**src/rtl/toggle_bank.sv**
```systemverilog
// toggle_bank: bank of debounced push buttons driving per-channel
// toggle state, either independently or as a radio-select group.
module toggle_bank #(
  parameter int CHANNELS = 4,
  parameter int DEBOUNCE = 2
) (
  input  logic                          clk_1HZ,
  input  logic                          rst,
  input  logic [CHANNELS-1:0]           transpush,
  input  logic                          mode,
  input  logic                          clr_all,
  output logic [CHANNELS-1:0]           sequen,
  output logic [CHANNELS-1:0]           led,
  output logic [$clog2(CHANNELS+1)-1:0] active_cnt,
  output logic                          changed
);
  localparam int CW = $clog2(CHANNELS+1);

  logic [CHANNELS-1:0] sync1_q;
  logic [CHANNELS-1:0] sync2_q;
  logic [CHANNELS-1:0] deb_q;
  logic [CHANNELS-1:0] deb_d;
  logic [CHANNELS-1:0] deb_prev_q;
  logic [7:0]          run_q [CHANNELS];
  logic [7:0]          run_d [CHANNELS];
  logic [CHANNELS-1:0] press;
  logic [CHANNELS-1:0] sel;
  logic [CHANNELS-1:0] seq_q;
  logic [CHANNELS-1:0] seq_d;
  logic [CHANNELS-1:0] led_q;
  logic [CW-1:0]       cnt_q;
  logic [CW-1:0]       cnt_d;
  logic                chg_q;
  logic                chg_d;

  function automatic logic [CW-1:0] popcnt(
    input logic [CHANNELS-1:0] v
  );
    logic [CW-1:0] n;
    n = '0;
    for (int i = 0; i < CHANNELS; i++)
      n = n + CW'(v[i]);
    return n;
  endfunction

  // Level flips once the synced input has disagreed for DEBOUNCE cycles.
  always_comb begin
    deb_d = deb_q;
    for (int i = 0; i < CHANNELS; i++) begin
      run_d[i] = '0;
      if (sync2_q[i] != deb_q[i]) begin
        if ({1'b0, run_q[i]} + 9'd1 == 9'(DEBOUNCE))
          deb_d[i] = ~deb_q[i];
        else
          run_d[i] = run_q[i] + 8'd1;
      end
    end
  end

  assign press = deb_q & ~deb_prev_q;
  assign sel   = press & (~press + CHANNELS'(1));

  always_comb begin
    seq_d = seq_q;
    if (clr_all) begin
      seq_d = '0;
    end else if (|press) begin
      if (!mode)
        seq_d = seq_q ^ press;
      else if (|(seq_q & sel))
        seq_d = '0;
      else
        seq_d = sel;
    end else if (mode && popcnt(seq_q) > CW'(1)) begin
      // Radio mode keeps only the lowest set bit.
      seq_d = seq_q & (~seq_q + CHANNELS'(1));
    end
    cnt_d = popcnt(seq_d);
    chg_d = seq_d != seq_q;
  end

  always_ff @(posedge clk_1HZ or negedge rst) begin
    if (!rst) begin
      sync1_q    <= '0;
      sync2_q    <= '0;
      deb_q      <= '0;
      deb_prev_q <= '0;
      for (int i = 0; i < CHANNELS; i++)
        run_q[i] <= '0;
      seq_q      <= '0;
      led_q      <= '0;
      cnt_q      <= '0;
      chg_q      <= 1'b0;
    end else begin
      sync1_q    <= transpush;
      sync2_q    <= sync1_q;
      deb_q      <= deb_d;
      deb_prev_q <= deb_q;
      run_q      <= run_d;
      seq_q      <= seq_d;
      led_q      <= seq_d;
      cnt_q      <= cnt_d;
      chg_q      <= chg_d;
    end
  end

  assign sequen     = seq_q;
  assign led        = led_q;
  assign active_cnt = cnt_q;
  assign changed    = chg_q;

endmodule

```
**config.mk**
```make
export PLATFORM = sky130hd
export DESIGN_NAME = toggle_bank
export DESIGN_NICKNAME = d
export VERILOG_FILES = /design/src/rtl/toggle_bank.sv
export SDC_FILE = /design/constraint.sdc
export NUM_CORES = 1
export LEC_CHECK = 0
export ABC_AREA = 1
export BUFFER_PORTS_ARGS = -buffer_cell sky130_fd_sc_hd__buf_4
export CAP_MARGIN = 25
export CELL_PAD_IN_SITES_DETAIL_PLACEMENT = 1
export CELL_PAD_IN_SITES_GLOBAL_PLACEMENT = 1
export CORE_AREA = 2 2 87 89
export DETAILED_ROUTE_END_ITERATION = 8
export DIE_AREA = 0 0 89 91
export HOLD_SLACK_MARGIN = 0.1
export PLACE_DENSITY_LB_ADDON = 0.1
export SLEW_MARGIN = 20
export SYNTH_ARGS = -nofsm -noshare
export SYNTH_HDL_FRONTEND = slang
export SYNTH_SLANG_ARGS = --single-unit
```
**constraint.sdc**
```tcl
create_clock -name clk_1HZ -period 2.7 [get_ports clk_1HZ]
set_input_delay 0 -clock clk_1HZ [delete_from_list [all_inputs] [get_ports clk_1HZ]]
set_output_delay 0 -clock clk_1HZ [all_outputs]
set_load 0.02 [all_outputs]
```
## Yosys cells after proc, flatten, opt, wreduce, memory -nomap -nowiden

Cells that the tools add are included.

- Register bits: 56
- Bits of input ports: 8
- Output and inout bits: 12
- Word-level logic and storage cells: 72

- Add/subtract/negate cells: 16
- $lt $le $gt $ge: 1
- Eq/ne operators: 9
- Muxes and demuxes: 13
- Bitwise logic cells: 12
- Reductions and logical operators: 7

Operators with widths:

| cell | number |
|---|---|
| 8-bit two-way mux | 8 |
| 8-bit by 1-bit adder with 9-bit output, second input constant | 4 |
| 9-bit by 2-bit == test with 1-bit output, second input constant | 4 |
| 8-bit by 1-bit adder with 8-bit output, second input constant | 4 |
| 4-bit two-way mux | 5 |
| 4-bit AND | 4 |
| 4-bit NOT | 3 |
| 4-bit by 1-bit adder with 4-bit output, second input constant | 2 |
| 2-bit AND reduction | 4 |
| 4-bit OR reduction | 2 |
| 2-bit by 1-bit adder with 3-bit output | 2 |
| 3-bit by 1-bit adder with 3-bit output | 2 |
| 1-bit by 1-bit adder with 2-bit output | 2 |
| 1-bit != test | 4 |
| 4-bit != test | 1 |
| 1-bit NOT | 4 |
| 4-bit XOR | 1 |
| 3-bit by 1-bit greater-than comparator with 1-bit output, second input constant | 1 |
| 1-bit logical AND | 1 |

## Longest topological paths before layout

Gate-level depths: netlist of run 1.

- Word-level depth: 14
- Mapped depth: 13
- Gate-level depth less buffers: 13

## Least setup slack after synthesis of run 1

OpenSTA, ideal clock, no wires.

- Path type: flip-flop to flip-flop
- From: reg, netlist name led[0]
- To: reg cnt_q[1] (netlist: active_cnt[1])
- Library setup time: 0.126 ns
- Arrival: 2.520 ns
- Required time: 2.574 ns
- Slack: 0.055 ns
- Cell stages (with the launch flop): 12
- Path buffers: 0
- Period minus slack after synthesis: 2.645 ns
- Cell sequence: dfrtp_1 fa_1 nand2_1 a21oi_2 nand2_1 o21ai_1 a21oi_2 nand2_1 inv_1 fa_1 ha_1 ha_1

RTL lines:

| element | RTL line | source |
|---|---|---|
| end signal: assignment | 102 | `cnt_q <= cnt_d;` |
| end: declaration | 31 | `logic [CW-1:0] cnt_q;` |

==> results of run 1 <==
cell type report:
type                       instances  area, um2
fill                             869       3750
sequential                        56       1400
multi-input combinational        212       1340
timing repair buffer              30        240
inverter                          54        208
tap                               99        124
clock buffer                       6       72.6
clock inverter                     1       5.00
timing repair:
action	CTS	global route
pin swaps	3	7
buffers inserted	1	1
setup endpoints to repair	1	2
hold endpoints to repair	64	0
hold buffers	6	0
resized for setup	1	3
sequential cells by signal, summed over array words and instances (netlist names):
register	cells
sync2_q	4
changed	1
active_cnt	3
deb_q	4
run_q	32
led	4
deb_prev_q	4
sync1_q	4
how the worst min path moves through the flow:
stage / start / end / slack [ps]
6_report: mode / led[0] / 180
5_1_grt: mode / led[0] / 230
4_1_cts: mode / led[0] / 170
3_5_place_dp: rst / run_q[18] / 110
3_3_place_gp: rst / run_q[18] / 100
2_1_floorplan: rst / active_cnt[0] / -300
cells by family (layout without fill, tap and decap cells):
logic type      count (synthesis)  after routing  share of synthesized area, %
buf+inv                        58             91                          8.04
xor+xnor                       22             22                          6.52
flops                          56             56                          47.4
simple gates                  156            156                          26.5
compound gates                 19             19                          4.70
fa+ha+maj                      15             15                          6.86
power by group through the flow:
stage / Combinational [mW] / Sequential, mW / Clock (mW)
floorplan: 0.937 / 1.19 / 0
global placement: 1.31 / 1.15 / 0
detailed placement: 1.34 / 1.16 / 0
CTS: 1.36 / 1.14 / 0.451
global route: 1.58 / 1.17 / 0.476
finish: 1.36 / 1.14 / 0.429
cells in the mapped netlist (all sizes together):
cell     n  area [um2]
nor2    62         278
nand2   57         246
dfrtp   56        1400
inv     53         204
nand3   21         120
ha      13         163
xnor2   11        96.3
xor2    11        96.3
nand4   10        81.3
o21ai    7        35.0
a21oi    6        52.6
buf      4        30.0
o21bai   3        26.3
a31o     2        17.5
fa       2        40.0
nand3b   2        27.5
nor3     2        10.0
nor3b    2        20.0
a21boi   1        7.51
clkinv   1        3.75
critical path, delay by kind of cell, from the launching register on:
kind / cells / cell delay, ps
adder cells (fa/ha/maj): 4 / 1440
flip-flops: 1 / 410
AO/OA/AOI/OAI: 3 / 380
AND/OR/NAND/NOR: 3 / 240
buffers and inverters: 1 / 50
through the flow:
stage | area (um2) | util, % | worst slack, ps | setup TNS (ps) | hold WS [ps]
after floorplan | 2960 | - | 54.6 | 0 | -296
after global placement | 3220 | 45.1 | 88.7 | 0 | 99.6
after detailed placement | 3220 | 45.1 | -13.0 | -13.0 | 111
after CTS | 3360 | 47.1 | 11.3 | 0 | 168
after global routing | 3390 | 47.5 | -45.5 | -45.5 | 230
final | 3390 | 47.5 | 66.6 | 0 | 183
layer usage:
metal	part of all wire (%)	up-vias
met5	0	-
met1	49	997
li1	-	1065
met4	1.3	0
met3	1.9	6
met2	48	16
==> out/results.txt, run 1 <==
status: finished clean
Crit. Startpoint: led[3]
GRT Max-Usage Layer: met2
# port buffers: 19
commonest non-fill, non-tap cell in the layout: dfrtp_1
WP data arrival: 2830 ps
pwr dens: 865 mW/mm2
Tmin final: 2630 ps
critical path class: flop to flop
Synth Instances: 326
M1 GR Usage: 19.6%
core area: 0.00714 mm2
worst-path maximum fanout: 4
VDD IR max: 0.000296 V
Total Nets Final: 382
post-route ant nets: 0
GP Congestion: 0.759
Die X: 89 um
placed cells: 443
most frequent cells in the layout: dfrtp_1, nor2_1, nand2_1
Setup Viol. Count Final: 0
pin count of the biggest net entering global routing: 57
Internal Dissipation: 1.70 mW
clock tree buffer depth: 2
first-pass GRT wire length: 9580 um
routed vias/inst: 4.55
wire per inst: 11.7 um
Final period util: 97.5%
Die Area: 0.00810 mm2
Root Buffer: clkbuf_8
r2r setup slk: 70 ps
Non-Filler Instances: 458
floorplan row count: 31
synthesized area: 0.00296 mm2
RSZ-0062 raised after global routing: yes
slowest cell delay on critical path: 540 ps
CTS tree: done
CP max stage cell: fa_1
antenna violations before repair: 0
most frequent CP cell: nand2_1
Area growth syn-to-layout: 14.6%
reg2reg start: led[3]
GRT Resource Usage Total: 14.9%
leak pwr: 1.65 nW
hpwl dp: 4140 um
CP endpoint: active_cnt[1]
CTS Sinks: 56
Worst slew margin: 53.4%
final hold vios: 0
Synth Register Bits: 56
actual slew at the worst max-slew pin: 700 ps
syn_area_per_cell: 9.07 um2
ANT cells: 0
reg2reg end: active_cnt[1]
HP Class: primary input to flop
clock transition at the registers of the reported paths: 90 ps
Startpoint Class: flop
Seq pwr share: 38.9%
Worst-Skew Late Latency: 300 ps
Ys Warns: 0
cells along the critical path: fa_1 > nand2_1 > a21oi_2 > nand2_1 > o21ai_2 > a21oi_2 > nand2_1 > inv_2 > fa_1 > ha_2 > ha_4
Clock power frac: 14.7%
DRT iter0 DRCs: 56
Routed WL: 5340 um
P_sw: 1.23 mW
Remaining DRCs: 0
count of pins over their slew limit: 0
grt ovf: 0
Worst Hold Depth: 6
layout cell share with drive strength beyond 1: 20.1%
maxcap violations: 0
Net Sw Frac: 42.0%
M2 GR Usage: 25.2%
Crit path required time: 2890 ps
Max Clock Freq: 380 MHz
Pwr Total: 2.93 mW
TritonRoute pass-1 iters: 4
H-Tree Level Count: 2
Syn Nets: 349
total CTS buffers: 5
Worst setup EP type: flop
Die Y: 91 um
Worst R2R Path Depth: 11
sequential area share after synthesis: 47.4%
I/O Pins: 20
final setup skew: 6.57 ps
Starting Density: 41.4%
Logic pwr share: 46.4%
Distinct cells, synth: 34
vias in the first global route: 2248
met3 Resource Use GR: 2.45%
Vias: 2084
(Power assumes the default switching activity.)
==> run 2, diff against run 1 <==
ABC_AREA = 0   (was 1)
CORE_AREA = 2 2 86 88   (was 2 2 87 89)
DIE_AREA = 0 0 88 90   (was 0 0 89 91)
==> run 2 against run 1 <==
Compared with the run above: sequential share of layout area is essentially flat; largest cell class is now multi-input gates; first-iteration DRC count down 14%; total power is 6.0% higher; die area is 2.2% lower; critical endpoint unchanged.
==> out/results.txt, run 2 <==
status: finished clean (unchanged)
Synth Area in Adders: 6.96% (was 6.86%)
asr flop ratio synth: 100% (unchanged)
area occupied by multi-input gates: 0.00144 mm2 (was 0.00134 mm2)
Fill cells: 795 (was 869)
# port buffers: 19 (unchanged)
Worst-Skew Late Latency: 310 ps (was 300 ps)
setup ws final: 82.2 ps (was 66.6 ps)
Fin Hold WS: 161 ps (was 183 ps)
H-Tree Level Count: 2 (unchanged)
core area: 0.00702 mm2 (was 0.00714 mm2)
largest family of logic cells by synthesized area: simple AND/OR/NAND/NOR gates (unchanged)
critical path class: flop to flop (unchanged)
pin count of the biggest net entering global routing: 57 (unchanged)
placed cells: 408 (was 443)
floorplan row count: 31 (unchanged)
Setup Viol. Count Final: 0 (unchanged)
count of pins over their slew limit: 0 (unchanged)
GRT Resource Usage Total: 16.2% (was 14.9%)
Die Area: 0.00792 mm2 (was 0.00810 mm2)
Placed Area: 0.00322 mm2 (about the same)
final instance area: 0.00339 mm2 (about the same)
Post-CTS Setup Inserts: 0 (was 1)
most frequent cell after synthesis: dfrtp_1 (unchanged)
TritonRoute pass-1 iters: 4 (unchanged)
Synth Area in Compound Gates: 8.90% (was 4.70%)
leak pwr: 1.51 nW (was 1.65 nW)
pre-CTS WS: -30.2 ps (was -13.0 ps)
routed vias/inst: 4.94 (was 4.55)
Die X: 88 um (was 89 um)
Synth Instances: 287 (was 326)
multiplexer area fraction after synthesis: 3.61% (was 0%)
actual slew at the worst max-slew pin: 693 ps (was 700 ps)
hpwl dp: 4250 um (was 4140 um)
commonest non-fill, non-tap cell in the layout: dfrtp_1 (unchanged)
Area growth syn-to-layout: 16.6% (was 14.6%)
Crit path required time: 2950 ps (was 2890 ps)
Total Nets Final: 345 (was 382)
synth cell count leaders: dfrtp_1, nor2_1, nand2_1 (unchanged)
DRT iter0 DRCs: 48 (was 56)
maxcap violations: 0 (unchanged)
Post-Synth Simple-Gate Area: 20.5% (was 26.5%)
HP Class: primary input to flop (unchanged)
antenna violations before repair: 0 (unchanged)
Starting Density: 41.5% (was 41.4%)
top cell type's share of synthesized area: 48.1% (was 47.4%)
Top FF cell, synth: dfrtp_1 (unchanged)
vias in the first global route: 2159 (was 2248)
Root Buffer: clkbuf_8 (unchanged)
total CTS buffers: 5 (unchanged)
Syn Nets: 310 (was 349)
Final period util: 97.0% (was 97.5%)
syn_area_per_cell: 10.1 um2 (was 9.07 um2)
Remaining DRCs: 0 (unchanged)
ANT cells: 0 (unchanged)
Ys Warns: 0 (unchanged)
VDD IR max: 0.000445 V (was 0.000296 V)
CTS tree: done (unchanged)
wire per inst: 13.7 um (was 11.7 um)
synth top area cells: dfrtp_1, nor2_1, ha_1, xor2_1, xnor2_1 (was dfrtp_1, nor2_1, nand2_1, inv_1, ha_1)
Tmin final: 2620 ps (was 2630 ps)
Die Y: 90 um (was 91 um)
Max Clock Freq: 382 MHz (was 380 MHz)
FF/Latch Area: 0.00140 mm2 (about the same)
Non-Filler Instances: 422 (was 458)
Startpoint Class: flop (unchanged)
Worst slew margin: 53.8% (was 53.4%)
worst-path maximum fanout: 3 (was 4)
Distinct cells, synth: 49 (was 34)
Largest register FFs: 32 (unchanged)
clock tree buffer depth: 2 (unchanged)
clock transition at the registers of the reported paths: 100 ps (was 90 ps)
CTS Sinks: 56 (unchanged)
I/O Pins: 20 (unchanged)
pwr dens: 915 mW/mm2 (was 865 mW/mm2)
grt ovf: 0 (unchanged)
sequential area share after synthesis: 48.1% (was 47.4%)
final setup skew: 10.1 ps (was 6.57 ps)
post-route ant nets: 0 (unchanged)
RSZ-0062 raised after global routing: yes (unchanged)
synthesized area: 0.00291 mm2 (was 0.00296 mm2)
WP data arrival: 2870 ps (was 2830 ps)
Worst setup EP type: flop (unchanged)
Vias: 2083 (was 2084)
final hold vios: 0 (unchanged)
Routed WL: 5760 um (was 5340 um)
Reg with most FFs: run_q (unchanged)
first-pass GRT wire length: 10200 um (was 9580 um)
most frequent cells in the layout: dfrtp_1, nor2_1, buf_4 (was dfrtp_1, nor2_1, nand2_1)
EDFF count, synth: 0 (unchanged)
Synth Register Bits: 56 (unchanged)
layout cell share with drive strength beyond 1: 17.0% (was 20.1%)
GP Congestion: 0.825 (was 0.759)
Synth Area in XOR/XNOR: 8.72% (was 6.52%)
Synth area leader: dfrtp_1 (unchanged)
==> run 2: critical path, cell delays in order (launching register included) <==
cell	delay, ps
dfrtp_2	420
fa_1	590
a21oi_2	90
nand3b_1	210
a311oi_2	340
fa_1	450
ha_2	200
ha_4	260
==> run 2: cells by family after synthesis <==
group | Yosys count
buf+inv | 19
compound gates | 38
mux | 10
simple gates | 120
fa+ha+maj | 15
flops | 56
xor+xnor | 29
==> run 2: area by class of cell <==
cell class	count	share of cell area [%]
multi-input combinational	212	42.5
sequential	56	41.4
timing repair buffer	37	8.63
inverter	10	1.11
tap	99	3.65
clock inverter	2	0.295
clock buffer	6	2.43
==> run 2: worst paths after layout <==
path / start / cells past startpoint / end / slack (ps)
worst min register to register: sync1_q[0] / 0 / sync2_q[0] / 360
worst min-delay path: mode / 4 / changed / 160
worst max-delay path: led[3] / 7 / active_cnt[1] / 80
min in group asynchronous: rst / 2 / run_q[28] / 280
worst max register to register: led[3] / 7 / active_cnt[1] / 80
max in group asynchronous: rst / 2 / led[0] / 1950
==> run 2: stage by stage <==
step / utilization [%] / TNS, ps / power [mW]
after floorplan: - / 0 / 2.14
after global placement: 45.9 / 0 / 2.61
after detailed placement: 45.9 / -30.2 / 2.64
after CTS: 48.4 / 0 / 3.16
after global routing: 48.4 / -44.7 / 3.39
final: 48.4 / 0 / 3.11
==> run 2: report_power, final <==
part / switching (mW) / internal (mW) / leakage (nW)
sequential: 0.154 / 1.00 / 0.728
clock: 0.268 / 0.206 / 0.0510
combinational: 0.805 / 0.667 / 0.729
==> run 2: layer usage <==
metal	wire length [um]	GRT usage [%]	share of wire (%)	vias up
li1	-	-	-	1048
met1	2840	23.1	49	1010
met2	2720	25.1	47	20
met3	122	2.75	2.1	5
met4	82	5.00	1.4	0
met5	0	0	0	-
==> run 2: timing repair <==
item,4_1_cts,5_1_grt
endpoints found under the hold margin,63,0
endpoints found under the setup margin,1,2
pin swaps,4,1
gates resized for setup,3,1
hold buffers,6,0
